==> src/rtl/hps_bridge_pkg.sv <==
// Shared constants, response FSM state type and a clog2 helper for the HPS command bridge.
package hps_bridge_pkg;

    // Toggle bit positions inside the PIO word, counted down from DATA_W
    localparam int CMD_REQ_OFS = 1;
    localparam int RSP_ACK_OFS = 2;

    typedef enum logic [0:0] {
        RSP_EMPTY = 1'b0,
        RSP_HELD  = 1'b1
    } rsp_state_t;

    function automatic int clog2(input int n);
        int r;
        r = 0;
        for (int i = 0; i < 31; i++) begin
            if ((1 << i) < n) r = i + 1;
        end
        return r;
    endfunction

endpackage

==> src/rtl/hps_cmd_fifo.sv <==
// First-word fall-through command FIFO with registered valid/full/count flags.
module hps_cmd_fifo
    import hps_bridge_pkg::*;
#(
    parameter int CMD_W = 30,
    parameter int DEPTH = 8,
    localparam int AW   = clog2(DEPTH)
) (
    input  logic             clk,
    input  logic             rst_n,
    input  logic             push,
    input  logic [CMD_W-1:0] wr_data,
    input  logic             pop,
    output logic [CMD_W-1:0] rd_data,
    output logic             rd_valid,
    output logic             full,
    output logic [AW:0]      count
);

    logic [CMD_W-1:0] mem [DEPTH];
    logic [AW:0]      wr_ptr;
    logic [AW:0]      rd_ptr;
    logic [AW:0]      count_nxt;

    always_comb begin
        count_nxt = count;
        case ({push, pop})
            2'b10:   count_nxt = count + 1'b1;
            2'b01:   count_nxt = count - 1'b1;
            default: count_nxt = count;
        endcase
    end

    // Storage is cleared on reset so the head output reads zero while empty after reset
    always_ff @(posedge clk or negedge rst_n) begin
        if (!rst_n) begin
            for (int i = 0; i < DEPTH; i++) mem[i] <= '0;
            wr_ptr   <= '0;
            rd_ptr   <= '0;
            count    <= '0;
            rd_valid <= 1'b0;
            full     <= 1'b0;
        end else begin
            if (push) begin
                mem[wr_ptr[AW-1:0]] <= wr_data;
                wr_ptr              <= wr_ptr + 1'b1;
            end
            if (pop) rd_ptr <= rd_ptr + 1'b1;
            count    <= count_nxt;
            rd_valid <= (count_nxt != '0);
            full     <= (count_nxt == (AW+1)'(DEPTH));
        end
    end

    assign rd_data = mem[rd_ptr[AW-1:0]];

endmodule

==> src/rtl/hps_cmd_bridge.sv <==
// HPS PIO to accelerator command/response bridge using toggle handshakes.
// Optional saturating push counter on port cmd_count when HPS_BRIDGE_CMD_CNT_EN is defined.
module hps_cmd_bridge
    import hps_bridge_pkg::*;
#(
    parameter int DATA_W = 32,
    parameter int DEPTH  = 8,
    localparam int CMD_W = DATA_W - 2,
    localparam int RSP_W = DATA_W - 3
) (
    input  logic              clk_clk,
    input  logic              reset_reset_n,
    input  logic [DATA_W-1:0] pio_out,
    output logic [DATA_W-1:0] pio_in,
    output logic              pio_status,
    output logic              cmd_valid,
    input  logic              cmd_ready,
    output logic [CMD_W-1:0]  cmd_data,
    input  logic              rsp_valid,
    output logic              rsp_ready,
`ifdef HPS_BRIDGE_CMD_CNT_EN
    input  logic [RSP_W-1:0]  rsp_data,
    output logic [15:0]       cmd_count
`else
    input  logic [RSP_W-1:0]  rsp_data
`endif
);

    localparam int AW          = clog2(DEPTH);
    localparam int CMD_REQ_BIT = DATA_W - CMD_REQ_OFS;
    localparam int RSP_ACK_BIT = DATA_W - RSP_ACK_OFS;

    logic             cmd_ack_tgl;
    logic             rsp_ack_q;
    rsp_state_t       rsp_state;
    logic [RSP_W-1:0] rsp_buf;
    logic             cmd_full;
    logic [AW:0]      fifo_count;
    logic             cmd_pending;
    logic             push;
    logic             pop;

    assign cmd_pending = pio_out[CMD_REQ_BIT] != cmd_ack_tgl;
    assign pop         = cmd_valid && cmd_ready;
    // A full FIFO still accepts a push when the head leaves in the same cycle
    assign push        = cmd_pending && ((fifo_count < (AW+1)'(DEPTH)) || pop);

    hps_cmd_fifo #(
        .CMD_W (CMD_W),
        .DEPTH (DEPTH)
    ) u_fifo (
        .clk      (clk_clk),
        .rst_n    (reset_reset_n),
        .push     (push),
        .wr_data  (pio_out[CMD_W-1:0]),
        .pop      (pop),
        .rd_data  (cmd_data),
        .rd_valid (cmd_valid),
        .full     (cmd_full),
        .count    (fifo_count)
    );

    always_ff @(posedge clk_clk or negedge reset_reset_n) begin
        if (!reset_reset_n) begin
            cmd_ack_tgl <= 1'b0;
        end else if (push) begin
            cmd_ack_tgl <= ~cmd_ack_tgl;
        end
    end

    // Response holding register: released only by an HPS ack toggle
    always_ff @(posedge clk_clk or negedge reset_reset_n) begin
        if (!reset_reset_n) begin
            rsp_state <= RSP_EMPTY;
            rsp_ack_q <= 1'b0;
            rsp_buf   <= '0;
        end else begin
            case (rsp_state)
                RSP_EMPTY: begin
                    if (rsp_valid) begin
                        rsp_buf   <= rsp_data;
                        rsp_state <= RSP_HELD;
                    end
                end
                default: begin
                    if (pio_out[RSP_ACK_BIT] != rsp_ack_q) begin
                        rsp_ack_q <= ~rsp_ack_q;
                        rsp_state <= RSP_EMPTY;
                    end
                end
            endcase
        end
    end

    assign rsp_ready  = (rsp_state == RSP_EMPTY);
    assign pio_status = cmd_full;
    assign pio_in     = {cmd_ack_tgl, (rsp_state == RSP_HELD), cmd_full, rsp_buf};

`ifdef HPS_BRIDGE_CMD_CNT_EN
    always_ff @(posedge clk_clk or negedge reset_reset_n) begin
        if (!reset_reset_n) begin
            cmd_count <= '0;
        end else if (push && (cmd_count != 16'hFFFF)) begin
            cmd_count <= cmd_count + 16'd1;
        end
    end
`endif

endmodule

==> config.mk <==
export PLATFORM = sky130hd
export DESIGN_NAME = hps_cmd_bridge
export DESIGN_NICKNAME = d
export VERILOG_FILES = /design/src/rtl/hps_bridge_pkg.sv /design/src/rtl/hps_cmd_fifo.sv /design/src/rtl/hps_cmd_bridge.sv
export SDC_FILE = /design/constraint.sdc
export NUM_CORES = 1
export LEC_CHECK = 0
export ABC_AREA = 0
export CORE_ASPECT_RATIO = 1.1
export CORE_UTILIZATION = 44
export DETAILED_ROUTE_END_ITERATION = 7
export GPL_ROUTABILITY_DRIVEN = 0
export PLACE_DENSITY = 0.74
export SYNTH_ARGS = -nofsm -noshare
export SYNTH_HDL_FRONTEND = slang
export SYNTH_HIERARCHICAL = 1
export SYNTH_SLANG_ARGS = --single-unit
==> constraint.sdc <==
create_clock -name clk_clk -period 3.1 [get_ports clk_clk]
set_clock_uncertainty 0.1 [all_clocks]
set_input_delay 0.465 -clock clk_clk [delete_from_list [all_inputs] [get_ports clk_clk]]
set_output_delay 0.465 -clock clk_clk [all_outputs]
set_load 0.05 [all_outputs]
==> reports/qor.csv <==
stage,metric,value,unit
status,outcome,"finished, violations left",
status,violations,DRC,
logic_synthesis,ys_async_sr_fraction,1.00,
power_and_ir_drop,total_power,20.0,mW
logic_synthesis,syn_nets,823,
global_route,grt_max_degree,83,
power_and_ir_drop,power_density,1270,mW/mm^2
global_route,grt_usage,0.179,
logic_synthesis,yosys_register_bits,284,
clocking,clk_pin_slew_worst_paths,60,ps
job,drv_cap,0,
drt,via_count,7018,
die,fp.dieArea,0.0301,mm^2
logic_synthesis,postSynthAreaPerCell,17.2,um^2
drt,wire_per_inst,20.1,um
logic_synthesis,syn-cell-area,0.0130,mm^2
timing,clock.fmax,0.338,GHz
die,die_x,166,um
logic_synthesis,ys_types,36,
global_route,antenna_found_initial,0,
global_route,grt_pass1_vias,7621,
timing,rsz0062_at_grt,false,
logic_synthesis,synth-xor-area-share,0.00850,
timing,hold_ws,380,ps
logic_synthesis,yosysMostFrequentCell,dfrtp_1,
power_and_ir_drop,vdd_ir_drop_max,0.000815,V
clocking,cts-root-buf,clkbuf_16,
clocking,cts_tree,done,
place,io_buffers,129,
hold_path,hp-class,reg -> reg,
layout,filler_cell_count,2296,
setup_path,cp_slowest_cell,mux4_1,
drt,viasPerCell,5.47,
layout,diodes,0,
logic_synthesis,synth_area_leaders,"dfrtp_1, mux2_2, mux4_1",
setup_path,required,2530,ps
clocking,htree_levels,1,
clocking,cts_buffers,30,
logic_synthesis,synthMuxAreaShare,0.394,
logic_synthesis,synth_compound_area_frac,0.00415,
timing,min_period,2960,ps
setup_path,crit_path_max_fanout,36,
global_route,grt_pass1_wl,42.3,mm
logic_synthesis,synth_edf_count,0,
logic_synthesis,yosysSeqAreaShare,0.549,
timing,setup_violations,0,
logic_synthesis,synthFlopType,dfrtp_1,
layout,nNetsFinal,962,
clocking,post_cts_buffers,0,
logic_synthesis,synthAdderAreaFrac,0.00483,
drt,drtAntennaViolNets,0,
timing,tns,0,ps
drt,routed_wl,25.7,mm
place,hpwl,16.2,mm
logic_synthesis,synthSimpleGateAreaFrac,0.0142,
logic_synthesis,yosys_warnings,6,
global_route,grt_overflow,0,
die,die_y,182,um
die,start_util,0.450,
timing,slew_violations,0,
timing,slew_headroom,0.576,
clocking,clock_latency,550,ps
timing,hold_violations,0,
clocking,cts_buffer_depth,3,
layout,syn_to_final_growth,21.8,%
setup_path,critPathLaunchType,flop,
logic_synthesis,synth_area_leader_cell,dfrtp_1,
die,placementRows,65,
setup_path,cp_cell_sequence,buf_12 > mux4_1 > mux2_2 > buf_4,
logic_synthesis,synth_commonest_cells,"dfrtp_1, mux2_2, mux4_1, mux2_4, buf_2",
timing,tightest_slew,636,ps
drt,dr.pass1.iters,6,
logic_synthesis,syn_inst,753,
drt,first_iter_violations,380,
logic_synthesis,synth_top_family_by_area,multiplexers,
setup_path,endpoint_kind,primary output,
die,core,0.0288,mm^2
setup_path,cpPeakStageDelay,600,ps
logic_synthesis,synth_top_area_frac,0.549,
die,io_pins,130,
setup_path,cp.arrival,2390,ps
clocking,clkSinkCount,284,
drt,drc,6,
setup_path,critical_path_class,reg -> out,
power_and_ir_drop,p_leak,6.90,nW
layout,layout-drive-gt1-share,0.448,
timing,fin_crit_sh,0.954,
## sequential cells by signal (all words and copies together) (netlist names)
register / cells
cmd_ack_tgl: 1
rsp_ack_q: 1
rsp_buf: 29
rsp_state: 1
u_fifo/count: 4
u_fifo/full: 1
u_fifo/mem: 240
u_fifo/rd_ptr: 3
u_fifo/rd_valid: 1
u_fifo/wr_ptr: 3
## routing by layer
layer	up-vias	part of all wire	track usage
met3	22	0.036	0.0281
met2	118	0.50	0.299
met5	-	0	0
met4	0	0.010	0.0324
met1	3728	0.46	0.248
li1	3150	-	-
## area by class of cell
cell class	instances	area [um^2]	share of cell area
clock buffer	39	846	0.0536
tap	368	460	0.0292
multi-input combinational	415	5540	0.351
inverter	2	7.51	0.000476
timing repair buffer	159	1550	0.0982
sequential	284	7110	0.451
clock inverter	16	255	0.0162
## cells by family (layout without fill, tap and decap cells)
group           Yosys count  count (layout)
buf+inv                  54             216
xor+xnor                 11              11
flops                   284             284
compound gates            8               8
simple gates             27              27
mux                     364             364
fa+ha+maj                 5               5
## report_power, final
group / internal (mW) / leakage, nW / switching [mW]
Sequential: 5.59 / 3.41 / 1.02
Combinational: 4.67 / 2.95 / 4.84
Clock: 2.49 / 0.550 / 1.43
## stage by stage
step / util / setup slack [ps] / cells / area, um^2
CTS: 0.548 / 83.2 / 1283 / 15800
floorplan: - / 291 / 753 / 13000
finish: 0.548 / 142 / 1283 / 15800
detailed placement: 0.509 / 78.1 / 1227 / 14700
global placement: 0.509 / 176 / 1227 / 14700
global route: 0.548 / 41.0 / 1283 / 15800
## what timing repair did
action                                  CTS  global route
endpoints found under the hold margin    77             0
endpoints found under the setup margin    6             0
gates resized for setup                   1             0
hold buffers                              1             0
## final timing paths
check,from,slack [ps],cells past startpoint,end
max,u_fifo/rd_ptr[0],140,4,cmd_data[14]
min,u_fifo/mem[220],380,1,u_fifo/mem[220]
max reg2reg,u_fifo/rd_valid,590,10,u_fifo/full
min reg2reg,u_fifo/mem[220],380,1,u_fifo/mem[220]
max in group asynchronous,reset_reset_n,1580,3,rsp_buf[17]
min in group asynchronous,reset_reset_n,390,2,u_fifo/full
## worst max-delay path: cells and delay by family, from the launching register on
kind                   cells  cell delay (ps)
buffers and inverters      2              470
flip-flops                 1              440
multiplexers               2              910
## placed cells by master (no fill, tap or decap), drive strengths merged, types with 2 or more instances in the layout
cell and instances:
dfrtp 284, nor3 3, ha 5, mux4 60, nand2b 2, nor2 3
mux2 304, buf 60, nor3b 2, a21o 2, nand2 5, xor2 5
clkdlybuf4s50 98, o21ai 2, clkbuf 39, xnor2 5, bufinv 7, nand3 2
a21boi 2, clkinv 9, nand4b 4, nor2b 2, inv 2
Power figures use the tool's default switching activity.
